## src/rtl/seven_seg_pkg.sv

```systemverilog
// Shared types and constants for the 8-digit seven-segment scanner.
package seven_seg_pkg;

   localparam int unsigned N_DIGITS = 8;
   localparam int unsigned SEG_W    = 7;
   localparam logic [SEG_W-1:0] SEG_OFF = 7'h7F;

   typedef enum logic {ON, BLANK} state_t;

   // Active-low {g,f,e,d,c,b,a} patterns; entry 0 is the rightmost element.
   localparam logic [15:0][SEG_W-1:0] SEG_TABLE = {
      7'h0E, 7'h06, 7'h21, 7'h46, 7'h03, 7'h08, 7'h10, 7'h00,
      7'h78, 7'h02, 7'h12, 7'h19, 7'h30, 7'h24, 7'h79, 7'h40
   };

endpackage

```

## src/rtl/hex_to_seg7.sv

```systemverilog
// Combinational nibble to active-low seven-segment decoder.
module hex_to_seg7
   import seven_seg_pkg::*;
(
   input  logic [3:0]       nibble,
   output logic [SEG_W-1:0] seg_c
);

   assign seg_c = SEG_TABLE[nibble];

endmodule

```

## src/rtl/seven_seg_scan.sv

```systemverilog
// Time-multiplexed 8-digit seven-segment driver with inter-digit blanking.
// Optional macro SEG_BLANK_LEADING_ZEROS_EN suppresses leading zero digits.
module seven_seg_scan
   import seven_seg_pkg::*;
#(
   parameter int unsigned PRESCALE  = 50000,
   parameter int unsigned BLANK_CYC = 2
) (
   input  logic                clk,
   input  logic                rst,
   input  logic [31:0]         value,
   input  logic [N_DIGITS-1:0] dp_mask,
   input  logic                load,
   output logic [N_DIGITS-1:0] an,
   output logic [SEG_W-1:0]    seg,
   output logic                dp,
   output logic                frame_done
);

   localparam int unsigned IDX_W = $clog2(N_DIGITS);
   localparam int unsigned CNT_W = 20;
   localparam logic [CNT_W-1:0] ON_LAST    = CNT_W'(PRESCALE - 1);
   localparam logic [CNT_W-1:0] BLANK_LAST = CNT_W'(BLANK_CYC - 1);
   localparam logic [IDX_W-1:0] IDX_LAST   = IDX_W'(N_DIGITS - 1);

   state_t              state, state_d;
   logic [IDX_W-1:0]    idx, idx_d;
   logic [CNT_W-1:0]    cnt, cnt_d;
   logic [31:0]         shadow_val, shadow_val_d;
   logic [N_DIGITS-1:0] shadow_dp, shadow_dp_d;
   logic                wrap_d;
   logic [31:0]         digit_shift_c;
   logic [SEG_W-1:0]    dec_seg_c;
   logic [SEG_W-1:0]    digit_seg_c;

   // Next-state logic; outputs are registered from these next values so they
   // are valid in the first cycle of every state.
   always_comb begin
      state_d      = state;
      idx_d        = idx;
      cnt_d        = cnt + CNT_W'(1);
      wrap_d       = 1'b0;
      shadow_val_d = load ? value   : shadow_val;
      shadow_dp_d  = load ? dp_mask : shadow_dp;
      case (state)
         ON: begin
            if (cnt == ON_LAST) begin
               state_d = BLANK;
               cnt_d   = '0;
            end
         end
         BLANK: begin
            if (cnt == BLANK_LAST) begin
               state_d = ON;
               cnt_d   = '0;
               idx_d   = idx + IDX_W'(1);
               wrap_d  = (idx == IDX_LAST);
            end
         end
         default: begin
            state_d = ON;
            cnt_d   = '0;
         end
      endcase
   end

   assign digit_shift_c = shadow_val_d >> {idx_d, 2'b00};

   hex_to_seg7 u_dec (
      .nibble (4'(digit_shift_c)),
      .seg_c  (dec_seg_c)
   );

`ifdef SEG_BLANK_LEADING_ZEROS_EN
   assign digit_seg_c = ((idx_d != '0) && (digit_shift_c == '0)) ? SEG_OFF : dec_seg_c;
`else
   assign digit_seg_c = dec_seg_c;
`endif

   always_ff @(posedge clk) begin
      if (rst) begin
         state      <= ON;
         idx        <= '0;
         cnt        <= '0;
         shadow_val <= '0;
         shadow_dp  <= '0;
         frame_done <= 1'b0;
         an         <= ~N_DIGITS'(1);
         seg        <= SEG_TABLE[0];
         dp         <= 1'b1;
      end else begin
         state      <= state_d;
         idx        <= idx_d;
         cnt        <= cnt_d;
         shadow_val <= shadow_val_d;
         shadow_dp  <= shadow_dp_d;
         frame_done <= wrap_d;
         if (state_d == ON) begin
            an  <= ~(N_DIGITS'(1) << idx_d);
            seg <= digit_seg_c;
            dp  <= ~shadow_dp_d[idx_d];
         end else begin
            an  <= '1;
            seg <= SEG_OFF;
            dp  <= 1'b1;
         end
      end
   end

endmodule

```

## config.mk

```make
export PLATFORM = sky130hd
export DESIGN_NAME = seven_seg_scan
export DESIGN_NICKNAME = d
export VERILOG_FILES = /design/src/rtl/seven_seg_pkg.sv /design/src/rtl/hex_to_seg7.sv /design/src/rtl/seven_seg_scan.sv
export SDC_FILE = /design/constraint.sdc
export NUM_CORES = 1
export LEC_CHECK = 0
export ABC_AREA = 1
export CORE_MARGIN = 10
export CORE_UTILIZATION = 54
export CTS_CLUSTER_DIAMETER = 40
export DETAILED_ROUTE_END_ITERATION = 8
export PLACE_DENSITY = 0.8
export SETUP_SLACK_MARGIN = 0.02
export SLEW_MARGIN = 10
export SYNTH_ARGS = -nofsm -noshare
export SYNTH_HDL_FRONTEND = slang
export SYNTH_HIERARCHICAL = 1
export SYNTH_SLANG_ARGS = --single-unit
```

## constraint.sdc

```tcl
create_clock -name clk -period 2.9 [get_ports clk]
set_clock_uncertainty 0.05 [all_clocks]
set_input_delay 0.29 -clock clk [delete_from_list [all_inputs] [get_ports clk]]
set_output_delay 0.29 -clock clk [all_outputs]
set_load 0.01 [all_outputs]
```

After elaboration in Yosys (flattened, before gate mapping)

Memories as Yosys holds them, arrays and structs flattened.
Cells that the tools add are included.
Widths: inputs -> output; s select.

Reductions and logical operators: 2
Bitwise logic cells: 4
Add/sub/neg operators: 2
Muxes and demuxes: 15
Equal/unequal tests: 3
Div/mod/pow operators: 0
Multiply operators: 0
Shift-type cells: 2
Magnitude comparators: 2

Operators with widths:

| cell                  | number |
|---|---|
| $mux 20               | 2 |
| $pmux 20 s2           | 1 |
| $mux 32               | 1 |
| $shr 32x5->4          | 1 |
| $add 20x1->20 const B | 1 |
| $eq 20x1->1 const B   | 1 |
| $eq 20x16->1 const B  | 1 |
| $mux 8                | 1 |
| $not 8->8             | 1 |
| $shl 1x3->8 const A   | 1 |
| $mux 7                | 1 |
| $mux 3                | 2 |
| $mux 6                | 1 |
| $lt 4x5->1 const B    | 1 |
| $lt 3x4->1 const B    | 1 |
| $mux 1                | 4 |
| $add 3x1->3 const B   | 1 |
| $bmux 1 s3            | 1 |
| $eq 3x3->1 const B    | 1 |
| $not 1->1             | 3 |
| $reduce_or 3->1       | 1 |
| $pmux 1 s2            | 1 |
| $reduce_or 2->1       | 1 |

Bits in writable memories: 0
Word-level logic and storage cells: 42
Bits in latches: 0
Bits in read-only memories: 112
Input bits: 43
Output and inout port bits: 17
Memories kept: 1
Register bits: 81

Memory list:

| name            | depth | width | read ports | clocked after Yosys merged registers in | wr ports | RTL line         | text |
|---|---|---|---|---|---|---|---|
| (no name shown) | 16    | 7     | 1          | 0                                       | 0        | hex_to_seg7.sv:9 | `assign seg_c = SEG_TABLE[nibble];` |

Depth between registers and ports, before layout

Depth in word-level cells: 7
Mapped depth: 22
Gate-level depth less buffers: 21

Hierarchy

The synthesis kept the hierarchy.

Modules (own cells, without submodules):

| module         | cells an instance | times used | seq. area each (µm²) | area each (µm²) |
|---|---|---|---|---|
| seven_seg_scan | 489               | 1          | 1,621.6              | 3,706.1 |
| hex_to_seg7    | 49                | 1          | 0.0                  | 274.0 |

Worst setup path after synthesis

Ideal clock, no wire load.

Path type: flip-flop to flip-flop
Start: reg cnt[0]
End: reg seg[6]
Slack: 427 ps
Clock period less this slack: 2,473 ps
Setup time: 123 ps
Required time: 2,727 ps
Path buffers: 1
Cell stages (with the launch flop): 18
Data arrival time: 2,300 ps
Path through: dfxtp_1 ha_1 nand2_1 nor2_4 nand3_4 nand2_4 nand2_4 buf_6 o21ai_2 nand2_1 nand2_1 nand2_1 nand2_1 inv_1 ha_1 nand3_1 nand2_1 or2_2

Cells in the longest elaborated chain, start to end: 6
Elaborated cells on any way between the ends: 11
Classes of those cells: eq/ne: 2; shift: 1; mux: 6; reduce/logical: 1; memory: 1

Ends and longest elaborated chain:

| item                         | RTL line              | text |
|---|---|---|
| from (decl)                  | seven_seg_scan.sv:28  | `logic [CNT_W-1:0] cnt, cnt_d;` |
| from (signal assigned)       | seven_seg_scan.sv:94  | `cnt <= cnt_d;` |
| $eq 20x1->1                  | seven_seg_scan.sv:53  | `if (cnt == BLANK_LAST) begin` |
| $mux 3                       | seven_seg_scan.sv:53  |  |
| $mux 3                       | seven_seg_scan.sv:45  | `case (state)` |
| $shr 32x5->4                 | seven_seg_scan.sv:67  | `assign digit_shift_c = shadow_val_d >> {idx_d, 2'b00};` |
| named net digit_shift_c[0]   | seven_seg_scan.sv:32  | `logic [31:0] digit_shift_c;` |
| $mem_v2 16x7                 | n/a                   |  |
| $mux 7 (not written as such) | hex_to_seg7.sv:9      |  |
| named net dec_seg_c[6]       | seven_seg_scan.sv:33  | `logic [SEG_W-1:0] dec_seg_c;` |
| to (signal assigned)         | seven_seg_scan.sv:89  | `seg <= SEG_TABLE[0];` |
| to (signal assigned)         | seven_seg_scan.sv:100 | `seg <= digit_seg_c;` |
| to (decl)                    | seven_seg_scan.sv:15  | `output logic [SEG_W-1:0] seg,` |

The timed path passes the listed nets, and every way through them passes these cells. The select of a mux whose other input is x is not followed.
A chain may end at the register's enable or synchronous reset.

Worst setup path after layout

Start: reg cnt[15]
End: reg seg[0]

Cells in the longest elaborated chain, start to end: 7
Elaborated cells on any way between the ends: 11
Classes of those cells: eq/ne: 2; shift: 1; mux: 7; memory: 1

Ends and longest elaborated chain:

| item                         | RTL line             | text |
|---|---|---|
| $eq 20x1->1                  | seven_seg_scan.sv:53 |  |
| $mux 3                       | seven_seg_scan.sv:53 |  |
| $mux 3                       | seven_seg_scan.sv:45 |  |
| $shr 32x5->4                 | seven_seg_scan.sv:67 |  |
| named net digit_shift_c[1]   | seven_seg_scan.sv:32 |  |
| $mem_v2 16x7                 | n/a                  |  |
| $mux 7 (not written as such) | hex_to_seg7.sv:9     |  |
| named net dec_seg_c[0]       | seven_seg_scan.sv:33 |  |
| $mux 6                       | seven_seg_scan.sv:98 | `if (state_d == ON) begin` |

The timed path passes the listed nets, and every way through them passes these cells. The select of a mux whose other input is x is not followed.

==> impl_results.md <==
- Status: finished clean
- GRT met2 Usage: 0.2549
- Vias per Instance: 4.896
- Pin count of the biggest net entering global routing: 60
- Port Buf Inserts: 59
- Most frequent CP cell: nand2_1
- Reg2reg end: seg[0]
- Hold Crit Endpoint: seg[4]
- Initial antenna violation count: 0
- Hold wc startpoint: rst
- Avg WL per Cell: 12.41 um
- Max_slew headroom: 0.5780
- GRT busiest layer: met2
- Crit. End Element: flop
- Placed Instance Area: 4604 um^2
- Cell Area, Synth: 3980 um^2
- DRC violations left: 0
- Critical path arrival: 2.84 ns
- Fin cells: 699
- Fraction of registers with async set/reset: 0
- Die area: 11200 um^2
- Die H: 105.9 um
- Num CTS Buffers: 9
- Worst Hold Depth: 4
- Worst slack, placed: 0.04249 ns
- Worst path required time: 3.06 ns
- TritonCTS clock tree: done
- # rows: 31
- Die X: 105.9 um
- Crit start category: flop
- Stages on worst setup path: 20
- PnR worst setup slack: 0.2270 ns
- CP Cell Sequence: nor2_1 > nand2_1 > nor2_4 > nand3_4 > nand2_8 > buf_4 > nand3b_1 > nand2_1 > nand2_1 > nand2_1 > nand2_1 > nand2_2 > inv_1 > ha_1 > inv_1 > nand2_1 > nand3_1 > nand2_1 > nand2_1 > o21ai_0
- Unique cell type count in the Yosys netlist: 36
- Core Area: 7214 um^2
- Reg2Reg Depth: 20
- Drt pass-1 iters: 7
- Max stage delay on crit path: 0.37 ns
- Total grt overflow: 0
- R2R Setup Slk: 0.23 ns
- Met3 usage: 0.04507
- CP delay by family, top: simple AND/OR/NAND/NOR gates
- Crit-path max FO: 8
- Most common flop cell mapped by yosys: dfxtp_1
- Placed cell count: 678
- Unrepaired setup endpoints after global routing: yes
- FF-to-FF Start: cnt[15]
- Clock slew at reported path FFs: 0.08 ns
- Clk_lat worst skew: 0.35 ns
- Max_cap viols: 0
- Root Driver: clkbuf_8
- Fin util: 0.6779
- Synthesized Nets: 592
- Slew @ Worst Pin: 0.6272 ns
- Area growth syn-to-layout: 22.89%
- Final period utilization: 0.9217
- Bufs and invs on worst path: 3
- Pwr dens: 471.9 nW/um^2
- Sequential cell area fraction in the yosys report: 0.4074
- Post-synth EDFFs: 0
- P_leak: 2.249 nW
- Synth Instances: 538
- Critical-path top delay cell: dfxtp_1
- Maximum clock insertion buffer count: 2
- Most common cell after layout, fill and taps aside: nand2_1
- Nets: 649
- Gpl congestion: 0.8664
- Vias in the first global route: 3269
- # diodes: 0
- ANT nets after route: 0
- Slew Viols, Final: 0
- H-tree levels: 3
- Post-DP HPWL: 6.277 mm
- First-pass GRT wire length: 14.86 mm
- Peak VDD IR: 0.2776 mV
- Total track usage: 0.1576
- Worst min path class: primary input to flop
- Layout cell share with drive strength beyond 1: 0.09167
- Hold Buf Count CTS: 0
- Upper clock frequency limit: 374.1 MHz
- TritonCTS Sinks: 81
- Synth Warn #: 6
- Period minus WS final: 2.673 ns
- Detailed-route via count: 3422
- Most frequent cells in the layout: 146 x nand2_1, 80 x dfxtp_1, 77 x nor2_1, 57 x clkdlybuf4s50_1, 55 x inv_1
- Initial DRC count: 171
- GR met1 Demand/Resource: 0.1958
- Avg Inst Size Synth: 7.398 um^2
- Hold Fails Final Rpt: 0
- Final Instance Area: 4891 um^2
- DRT Wirelength: 8.676 mm
- Starting density of the core: 0.5517
- Crit Path Class: flop to flop
- I/O pin count: 60
- #FFs+latches synth: 81
- # setup viols final: 0
## stage by stage
step / TNS, ns / hold slack, ns / total power (W)
floorplan: 0 / 0.3837 / 0.001397
global placement: 0 / 0.3968 / 0.001510
detailed placement: 0 / 0.4087 / 0.001517
CTS: 0 / 0.3294 / 0.002326
global route: -0.005630 / 0.3632 / 0.002425
finish: 0 / 0.3359 / 0.002308
## worst register-to-register path: cells and delay by family, from the launching register on
family          cells  cell delay [ns]
simple gates       15             1.48
compound gates      1             0.08
buf+inv             3             0.36
flops               1             0.37
fa+ha+maj           1             0.20
## worst max-delay path by stage
stage	startpoint	end	slack (ns)
floorplan	cnt[0]	seg[6]	0.43
global placement	cnt[0]	seg[6]	0.13
detailed placement	cnt[0]	seg[3]	0.04
CTS	cnt[0]	seg[3]	0.03
global route	cnt[12]	seg[3]	-0.006
finish	cnt[15]	seg[0]	0.23
## layer usage
| metal | share of wire | wire length, um |
|---|---|---|
| met1 | 0.47 | 4097 |
| met2 | 0.47 | 4109 |
| met3 | 0.048 | 415 |
| met4 | 0.0061 | 53 |
| met5 | 0 | 0 |
## synthesized netlist by cell type (2+ instances only)
library cell	instances	area, um^2
a21oi_1	2	10.01
buf_2	5	25.02
buf_4	2	15.01
buf_6	4	45.04
clkbuf_1	12	45.04
dfxtp_1	81	1622
ha_1	11	137.6
inv_1	55	206.5
inv_2	3	11.26
mux2i_1	24	240.2
nand2_1	149	559.3
nand2_2	2	12.51
nand2_4	2	22.52
nand3_1	23	115.1
nand3b_1	14	105.1
nand4_1	3	18.77
nor2_1	77	289.0
nor2_4	5	56.30
nor3_1	5	25.02
nor3b_1	2	15.01
o21ai_0	25	125.1
o21ai_2	7	61.31
xnor2_1	4	35.03
xor2_1	9	78.83
## repair_timing
item,4_1_cts,5_1_grt
resized for setup,0,9
buffers inserted,0,5
setup endpoints to repair,0,7
## power by group
group	switching, W	leakage [nW]	internal [W]
logic	0.000167	1.49	0.000151
registers	0.0000136	0.664	0.00116
clock network	0.000397	0.0953	0.000419
## state kept, by name (all words and copies together) (netlist names)
register,count
idx,3
seg,7
an,8
dp,1
shadow_dp,8
frame_done,1
state,1
shadow_val,32
cnt,20
## cells by family (layout without fill, tap and decap cells)
family | count (synthesis) | in the layout | share of synthesized area
AOI/OAI and AO/OA | 38 | 38 | 0.05596
xor gates and xnor gates | 13 | 13 | 0.02861
adders and majority gates | 11 | 11 | 0.03458
buffers and inverters | 82 | 144 | 0.08833
DFF | 81 | 81 | 0.4074
muxes | 24 | 24 | 0.06036
and+or+nand+nor | 289 | 289 | 0.3247
## final cells by class
class                           instances  area, um^2
Inverter                               59       224.0
Timing Repair Buffer                   69       684.4
Multi-Input combinational cell        375        2039
Tap cell                               99       123.9
Fill cell                             635        2323
Clock inverter                          5       55.05
Clock buffer                           11       141.4
Sequential cell                        81        1623
Note: power is estimated with default switching activity, not from simulation.
